==> src/rtl/rf_writeback_arbiter.sv <==
// Register-file writeback arbiter: per-source FIFOs feeding up to NUM_WP RF write ports
// with round-robin fairness and same-cycle address de-duplication. Optional bypass via RF_WB_FWD_EN.
module rf_writeback_arbiter #(
  parameter int NUM_SRC = 4,
  parameter int NUM_WP  = 3,
  parameter int DEPTH   = 2,
  parameter int WIDTH   = 32
) (
  input  logic                     clk,
  input  logic                     rst_n,
  input  logic [NUM_SRC-1:0]       in_valid,
  input  logic [NUM_SRC*6-1:0]     in_addr,
  input  logic [NUM_SRC*WIDTH-1:0] in_data,
  output logic [NUM_SRC-1:0]       in_ready,
  output logic [NUM_WP-1:0]        wen,
  output logic [NUM_WP*6-1:0]      waddr,
  output logic [NUM_WP*WIDTH-1:0]  wdata,
`ifdef RF_WB_FWD_EN
  output logic [NUM_WP-1:0]        fwd_valid,
  output logic [NUM_WP*6-1:0]      fwd_addr,
  output logic [NUM_WP*WIDTH-1:0]  fwd_data,
`endif
  output logic                     idle
);

  localparam int PW = $clog2(DEPTH);
  localparam int CW = PW + 1;
  localparam int SW = (NUM_SRC > 1) ? $clog2(NUM_SRC) : 1;

  logic [5:0]       mem_addr [NUM_SRC][DEPTH];
  logic [WIDTH-1:0] mem_data [NUM_SRC][DEPTH];
  logic [PW-1:0]    wr_ptr   [NUM_SRC];
  logic [PW-1:0]    rd_ptr   [NUM_SRC];
  logic [CW-1:0]    count    [NUM_SRC];
  logic [SW-1:0]    rr_ptr;

  logic [5:0]       head_addr [NUM_SRC];
  logic [WIDTH-1:0] head_data [NUM_SRC];
  logic [NUM_SRC-1:0] push;
  logic [NUM_SRC-1:0] pop;

  logic [NUM_WP-1:0]       port_v;
  logic [NUM_WP*6-1:0]     port_addr;
  logic [NUM_WP*WIDTH-1:0] port_data;
  logic [SW-1:0]           rr_next;

  // in_ready depends only on occupancy, so a full FIFO never accepts even when popped.
  always_comb begin
    for (int s = 0; s < NUM_SRC; s++) begin
      in_ready[s]  = (count[s] != CW'(DEPTH));
      push[s]      = in_valid[s] & in_ready[s];
      head_addr[s] = mem_addr[s][rd_ptr[s]];
      head_data[s] = mem_data[s][rd_ptr[s]];
    end
  end

  // Round-robin scan of FIFO heads; grants fill ports in order, addr 0 pops without a port.
  logic [SW-1:0] sidx;
  int            idx_i;
  logic          conflict;
  logic          placed;

  always_comb begin
    // NOTE: every variable gets a default before any conditional write, so no latch is inferred.
    pop       = '0;
    port_v    = '0;
    port_addr = '0;
    port_data = '0;
    rr_next   = rr_ptr;
    sidx      = '0;
    idx_i     = 0;
    conflict  = 1'b0;
    placed    = 1'b0;
    for (int j = 0; j < NUM_SRC; j++) begin
      idx_i = int'(rr_ptr) + j;
      if (idx_i >= NUM_SRC) idx_i = idx_i - NUM_SRC;
      sidx = SW'(idx_i);
      if (count[sidx] != '0) begin
        if (head_addr[sidx] == 6'd0) begin
          pop[sidx] = 1'b1;
          rr_next   = SW'((idx_i + 1) % NUM_SRC);
        end else if (!port_v[NUM_WP-1]) begin
          conflict = 1'b0;
          for (int p = 0; p < NUM_WP; p++) begin
            if (port_v[p] && (port_addr[p*6 +: 6] == head_addr[sidx])) conflict = 1'b1;
          end
          if (!conflict) begin
            placed = 1'b0;
            for (int p = 0; p < NUM_WP; p++) begin
              if (!placed && !port_v[p]) begin
                port_v[p]                  = 1'b1;
                port_addr[p*6 +: 6]        = head_addr[sidx];
                port_data[p*WIDTH +: WIDTH] = head_data[sidx];
                placed                     = 1'b1;
              end
            end
            pop[sidx] = 1'b1;
            rr_next   = SW'((idx_i + 1) % NUM_SRC);
          end
        end
      end
    end
  end

  // NOTE: FIFO storage carries no reset; occupancy counters alone decide what is valid.
  always_ff @(posedge clk) begin
    for (int s = 0; s < NUM_SRC; s++) begin
      if (push[s]) begin
        mem_addr[s][wr_ptr[s]] <= in_addr[s*6 +: 6];
        mem_data[s][wr_ptr[s]] <= in_data[s*WIDTH +: WIDTH];
      end
    end
  end

  // NOTE: sequential state uses non-blocking assignments so all registers update together.
  always_ff @(posedge clk) begin
    if (!rst_n) begin
      for (int s = 0; s < NUM_SRC; s++) begin
        wr_ptr[s] <= '0;
        rd_ptr[s] <= '0;
        count[s]  <= '0;
      end
      rr_ptr <= '0;
      wen    <= '0;
      waddr  <= '0;
      wdata  <= '0;
    end else begin
      for (int s = 0; s < NUM_SRC; s++) begin
        if (push[s]) wr_ptr[s] <= wr_ptr[s] + PW'(1);
        if (pop[s])  rd_ptr[s] <= rd_ptr[s] + PW'(1);
        unique case ({push[s], pop[s]})
          2'b10:   count[s] <= count[s] + CW'(1);
          2'b01:   count[s] <= count[s] - CW'(1);
          default: count[s] <= count[s];
        endcase
      end
      if (|pop) rr_ptr <= rr_next;
      wen <= port_v;
      for (int p = 0; p < NUM_WP; p++) begin
        if (port_v[p]) begin
          waddr[p*6 +: 6]         <= port_addr[p*6 +: 6];
          wdata[p*WIDTH +: WIDTH] <= port_data[p*WIDTH +: WIDTH];
        end
      end
    end
  end

  logic any_busy;
  always_comb begin
    any_busy = 1'b0;
    for (int s = 0; s < NUM_SRC; s++) begin
      if (count[s] != '0) any_busy = 1'b1;
    end
    idle = !any_busy && (wen == '0);
  end

`ifdef RF_WB_FWD_EN
  assign fwd_valid = port_v;
  assign fwd_addr  = port_addr;
  assign fwd_data  = port_data;
`endif

endmodule

==> config.mk <==
export PLATFORM = sky130hd
export DESIGN_NAME = rf_writeback_arbiter
export DESIGN_NICKNAME = d
export VERILOG_FILES = /design/src/rtl/rf_writeback_arbiter.sv
export SDC_FILE = /design/constraint.sdc
export NUM_CORES = 1
export LEC_CHECK = 0
export BUFFER_PORTS_ARGS = -buffer_cell sky130_fd_sc_hd__buf_2
export CAP_MARGIN = 20
export CORE_MARGIN = 2
export CORE_UTILIZATION = 55
export CTS_BUF_LIST = sky130_fd_sc_hd__clkbuf_4
export CTS_CLUSTER_DIAMETER = 100
export DETAILED_ROUTE_END_ITERATION = 10
export PLACE_DENSITY = 0.8
export RECOVER_POWER = 25
export SYNTH_ARGS = -nofsm -noshare
export SYNTH_HDL_FRONTEND = slang
export SYNTH_SLANG_ARGS = --single-unit
==> constraint.sdc <==
create_clock -name clk -period 5.56 [get_ports clk]
set_clock_uncertainty 0.15 [all_clocks]
set_input_delay 0.834 -clock clk [delete_from_list [all_inputs] [get_ports clk]]
set_output_delay 0.834 -clock clk [all_outputs]
set_load 0.01 [all_outputs]
-- After elaboration in Yosys (flattened, before gate mapping)
Memories as Yosys holds them, arrays and structs flattened.
Index checks and enable logic that the tools add are counted.
W data, S select, Z words.
- multiplexer cells: 314
- bitwise logic cells: 39
- $lt $le $gt $ge: 28
- $add $sub $neg: 27
- reduce and logical (&&, ||, !) cells: 55
- eq/ne operators: 21
- operators with widths (kind ; count):
    $mux W96 ; 14
    $mux W32 ; 34
    $bmux W32 S2 ; 4
    $mux W64 ; 4
    $mux W18 ; 14
    $mux W6 ; 34
    $mux W1 ; 134
    $demux W32 S1 ; 4
    $mux W2 ; 29
    $eq A6 B6 Y1 ; 9
    $mux W4 ; 13
    $bmux W6 S2 ; 4
    $mux W12 ; 4
    $mux W3 ; 14
    $demux W6 S1 ; 4
    $logic_and A1 B1 Y1 ; 24
    $logic_not A6 Y1 ; 4
    $ge A3 B3 Y1 const B ; 7
    $or A1 B1 Y1 ; 20
    $ge A2 B2 Y1 const B ; 8
    $not A1 Y2 ; 8
    $reduce_bool A2 Y1 ; 8
    $sub A2 B1 Y2 const B ; 8
    $logic_not A1 Y1 ; 13
    19 further kinds ; 65
- register bits after elaboration: 119
- output and inout bits: 122
- memories: 5
- logic and storage cells: 497
- memory bits (writable): 320
- memories (memory ; words ; bits a word ; read ports ; clocked after memory_dff ; wr ports ; line ; text):
    mem_data ; 4 ; 64 ; 4 ; 0 ; 4 ; 31 ; logic [WIDTH-1:0] mem_data [NUM_SRC][DEPTH];
    mem_addr ; 4 ; 12 ; 4 ; 0 ; 4 ; 30 ; logic [5:0] mem_addr [NUM_SRC][DEPTH];
    count ; 4 ; 2 ; 8 ; 0 ; 4 ; 34 ; logic [CW-1:0] count [NUM_SRC];
    rd_ptr ; 4 ; 1 ; 4 ; 0 ; 4 ; 33 ; logic [PW-1:0] rd_ptr [NUM_SRC];
    wr_ptr ; 4 ; 1 ; 4 ; 0 ; 4 ; 32 ; logic [PW-1:0] wr_ptr [NUM_SRC];

-- Longest topological paths before layout
An unclocked memory read counts as a cell.
- depth in word-level cells: 92
- mapped depth: 30

-- Worst setup path after synthesis
Ideal clock, no wire load.
- path type: register to register
- from: reg rr_ptr[0]
- to: mem count[0][0] (netlist name), enable pin
- arrival: 5.683 ns
- data required time: 5.083 ns
- path slack: -0.600 ns
- period minus slack after synthesis: 6.160 ns
- stages on the path, launching flop included: 25
- path buffers: 8
- path through: dfxtp_1 > buf_2 > inv_2 > buf_2 > clkbuf_1 > clkbuf_1 > ha_1 > buf_2 > inv_1 > buf_2 > mux4_2 > a31oi_1 > a2111oi_2 > and2_1 > a211oi_2 > a21oi_1 > o21a_1 > or4_4 > buf_6 > or2_1 > buf_6 > a41oi_2 > inv_1 > ha_1 > o21ai_0
- RTL lines (item ; line ; text):
    from (decl) ; 35 ; logic [SW-1:0] rr_ptr;
    from (signal assigned) ; 137 ; if (|pop) rr_ptr <= rr_next;
    to (decl) ; 34 ;

-- Worst setup path in the final report
- from: reg rr_ptr[1]
- to: reg wdata[22]
- longest elaborated chain between the ends: 50
- elaborated cells between the ends (all ways): 172
- classes of those cells: add/sub (7); order compare (4); eq/ne (9); mux (118); bitwise (4); reduce/logical (29); memory (1)
- ends and longest elaborated chain (item ; line ; text):
    $ge A2 B3 Y1 / $sub A2 B1 Y2 (equally long branches) ; 76 ; if (idx_i >= NUM_SRC) idx_i = idx_i - NUM_SRC;
    $mux W2 ; 76 ;
    $not A2 Y3 (implied by the code) ; 79, 92, 93 ;
    $bmux W6 S2 ; 79, 92 ;
    $mux W6 (implied by the code) (2 in a row) ; 79, 92 ;
    $logic_not A6 Y1 ; -- ;
    $mux W3 / $mux W18 (equally long branches) ; 79 ; if (head_addr[sidx] == 6'd0) begin
    $mux W3 / $mux W18 (equally long branches) ; 78 ; if (count[sidx] != '0) begin
    (+33 left out) ; -- ;
    $mux W1 ; 85 ; if (port_v[p] && (port_addr[p*6 +: 6] == head_addr[sidx])) conflict = 1'b1;
    $mux W1 ; 82 ; end else if (!port_v[NUM_WP-1]) begin
    $mux W1 ; 79 ;
    $mux W1 ; 78 ;
    $mux W96 / $mux W3 (equally long branches) ; 87 ; if (!conflict) begin
    $mux W96 / $mux W3 (equally long branches) ; 82 ;
    $mux W96 / $mux W3 (equally long branches) ; 79 ;
    $mux W96 / $mux W3 (equally long branches) ; 78 ;
    to (signal, indexed assignment) ; 142 ; wdata[p*WIDTH +: WIDTH] <= port_data[p*WIDTH +: WIDTH];
    to (decl) ; 17 ; output logic [NUM_WP*WIDTH-1:0] wdata,
Parallel ways exist; a longest one is shown, timed or not. The select of a mux whose other input is x is not followed.
A chain may end at the register's enable or synchronous reset.

==> impl_metrics.csv <==
group,metric,value,unit
yosys,synth_top_cell_by_area,"edfxtp_1",
clock_tree,cts_sinks,441,
finish,fin_area,28300,um^2
yosys,syn_area,23400,um^2
global_route,antenna_found_initial,4,
clock_tree,tritoncts,"built",
min_path,whs_path_depth,1,
yosys,ys_types,86,
clock_tree,clk_pin_slew,70,ps
global_route,grt_pass1_wl,128000,um
route,drt_iter0_markers,2966,
yosys,ys_warn_count,0,
sta,worst_slew_pin_slew,1130,ps
place,post-dp-hpwl,57100,um
critical_path,start_kind,"flip-flop",
finish,layoutNonFillerInstCount,3295,
outcome,status,"finished clean",
global_route,grt_max_degree,92,
finish,nFillCells,3135,
sta,slew_headroom,24.4,%
yosys,ys_top_cells_by_area,"edfxtp_1, dfxtp_1, mux2i_1",
floorplanning,dieArea,44200,um^2
yosys,synth_edf_count,314,
critical_path,rr_endpoint,"wdata[22]$_SDFFE_PN0P_",
power,totalPowerFinal,21.5,mW
critical_path,cp-end-kind,"flip-flop",
clock_tree,htreeDepth,3,
floorplanning,fp-row-count,75,
route,vias_per_cell,6.50,
sta,final.setup.tns,0,ps
finish,final_nets,2844,
yosys,yosysTopAreaCellShare,40.3,%
route,wl,86600,um
yosys,yosysSeqAreaShare,51.2,%
yosys,synthTopCellsByCount,"edfxtp_1, nand2_1, o21ai_0",
critical_path,cpPeakStageDelay,860,ps
min_path,min_path_type,"input pin to flip-flop",
place,postPlaceCellArea,25400,um^2
critical_path,critPathBufInv,5,
yosys,synth_fp_nets,2392,
critical_path,worst_path_max_delay_cell,"o21ai_4",
floorplanning,ios,280,
critical_path,crit_type,"flip-flop to flip-flop",
floorplanning,dieHeight,210,um
critical_path,cp_top_family,"compound AO/OA/AOI/OAI gates",
global_route,grtUsageTotal,38.9,%
yosys,post-synth-top-count-cell,"edfxtp_1",
min_path,min_delay_worst_endpoint,"mem_data[0][14]$_DFFE_PP_",
clock_tree,cts_max_path_buffers,3,
power,irDropWorstVdd,0.660,mV
route,route.detailed.wl_per_inst,26.3,um
yosys,syn_inst,2216,
clock_tree,clk_latency,870,ps
sta,final-hold-violation-count,0,
sta,slew_viol_final,0,
sta,max_freq,186,MHz
floorplanning,fp.dieW,210,um
critical_path,cp_max_fo,24,
job,maxCapViolCount,0,
global_route,grt_pass1_vias,20900,
min_path,hold_start,"in_data[14]",
yosys,post_synth.cell_area_avg,10.5,um^2
critical_path,worst_path_most_repeated_cell,"buf_4",
yosys,async_reset_ff_share,0,%
clock_tree,cts-buffers-inserted,110,
power,leakage,10.6,nW
critical_path,arrival,5950,ps
global_route,grt_remaining_overflow,0,
critical_path,crit_required,6150,ps
clock_tree,clockRootBuffer,"clkbuf_4",
route,first_pass_iters,6,
finish,drive_gt1_share,21.6,%
critical_path,reg2reg_slack,190,ps
critical_path,reg2reg_depth,17,
power,powerDensity,760,nW/um^2
route,vias,21400,
yosys,ys.flop_type,"edfxtp_1",
place,io_buffers,279,
place,routabilityCongestion,1.04,
route,ant_nets,0,
finish,syn_to_final_growth,21.2,%
route,drc,0,
sta,fin_crit_sh,96.6,%
sta,setup_violations,0,
critical_path,path_cells,"inv_1, ha_4, buf_4, mux4_2, nor2_1, a21boi_1, o21ai_0, buf_4, xnor2_2, o21ai_2, o221a_4, or4_4, buf_4, o21ai_4, buf_12, nand3_1, a21oi_1",
critical_path,r2r_start,"rr_ptr[1]$_SDFFE_PN0N_",
sta,min_period,5370,ps
place,placed_cells,2937,
floorplanning,start_util,55.7,%
floorplanning,design.core.area,41900,um^2
yosys,ys_seq_elements,441,
[layout by cell type, fill, tap and decap left out, types with 56 or more instances in the layout]
cell type and n:
o21ai_0 215, mux2i_1 175, dfxtp_1 122, nand2_1 254, dlygate4sd3_1 150, clkbuf_4 171
a21oi_1 135, clkbuf_1 99, a22oi_1 56, buf_2 177, nor2_1 122, buf_4 84
edfxtp_1 314
[worst reg2reg max path: cells and delay by family, from the launching register on]
kind,cells,cell delay (ps)
mux,1,600
fa+ha+maj,1,390
simple gates,3,880
compound gates,6,1740
flops,1,400
xor+xnor,1,170
buf+inv,5,930
[logic make-up (layout without fill, tap and decap cells)]
family                   Yosys count  after routing  synth area share (%)
multiplexers                     264            264                  12.9
XOR/XNOR                          19             19                 0.744
buffers and inverters            220            758                  4.06
AO/OA/AOI/OAI                    686            686                  19.1
flip-flops                       441            441                  51.2
adder cells (fa/ha/maj)           18             18                 0.964
other                              0              2                     0
AND/OR/NAND/NOR                  568            568                  11.0
[timing repair]
item / in CTS / in global routing
setup endpoints to repair: 14 / 62
pin swaps: 0 / 2
endpoints found under the hold margin: 300 / 0
hold buffers: 150 / 0
buffers inserted: 0 / 7
gates resized for setup: 1 / 10
[how the worst max path moves through the flow]
| stage | startpoint | endpoint | slack, ps | depth (start not counted) |
|---|---|---|---|---|
| 6_report | rr_ptr[1]$_SDFFE_PN0N_ | wdata[22]$_SDFFE_PN0P_ | 190 | 17 |
| 5_1_grt | rd_ptr[2]$_DFF_P_ | count[1][1]$_SDFFCE_PN0P_ | -20 | 18 |
| 4_1_cts | rd_ptr[0]$_DFF_P_ | wdata[57]$_SDFFE_PN0P_ | 30 | 12 |
| 3_5_place_dp | rd_ptr[0]$_DFF_P_ | wdata[57]$_SDFFE_PN0P_ | 40 | 13 |
| 3_3_place_gp | rd_ptr[0]$_DFF_P_ | wdata[60]$_SDFFE_PN0P_ | 100 | 13 |
| 2_1_floorplan | rr_ptr[0]$_SDFFE_PN0N_ | count[0][1]$_SDFFCE_PN0P_ | 4 | 27 |
[metal layers]
layer | track usage [%] | up-vias | share of wire (%)
met5 | 0 | - | 0.014
met4 | 22.1 | 2 | 5.2
met3 | 8.60 | 250 | 11
met2 | 60.9 | 1554 | 46
met1 | 50.3 | 10200 | 38
li1 | - | 9399 | -
[registers in the layout, summed over array words and instances, names as in the netlist, named ones only]
name,count
wdata,96
rr_ptr,2
mem_data,256
mem_addr,48
count,8
wr_ptr,4
rd_ptr,4
wen,3
waddr,18
[where the power goes]
group / internal [mW] / switching [mW] / leakage [nW]
Sequential: 4.43 / 0.536 / 3.99
Clock: 1.44 / 1.40 / 0.852
Combinational: 4.80 / 8.92 / 5.80
[stage by stage]
| stage | setup WS [ps] | utilization (%) | hold WS [ps] |
|---|---|---|---|
| 6_report | 191 | 67.6 | 159 |
| 5_1_grt | -15.1 | 67.6 | 96.8 |
| 3_5_place_dp | 36.0 | 60.6 | 315 |
| 3_3_place_gp | 102 | 60.6 | 301 |
| 2_1_floorplan | 3.75 | - | 338 |
| 4_1_cts | 34.4 | 67.6 | 2.08 |
[final cells by class]
| class | count | area [um^2] | share of cell area [%] |
|---|---|---|---|
| diodes | 2 | 5.00 | 0.0177 |
| clock buffers | 171 | 1280 | 4.53 |
| clock inverters | 27 | 145 | 0.512 |
| inverters | 42 | 160 | 0.565 |
| multi-input cells | 1555 | 10600 | 37.4 |
| flip-flops and latches | 441 | 12000 | 42.3 |
| well taps | 539 | 674 | 2.38 |
| repair buffers | 518 | 3490 | 12.3 |
Note: power is estimated with default switching activity, not from simulation.
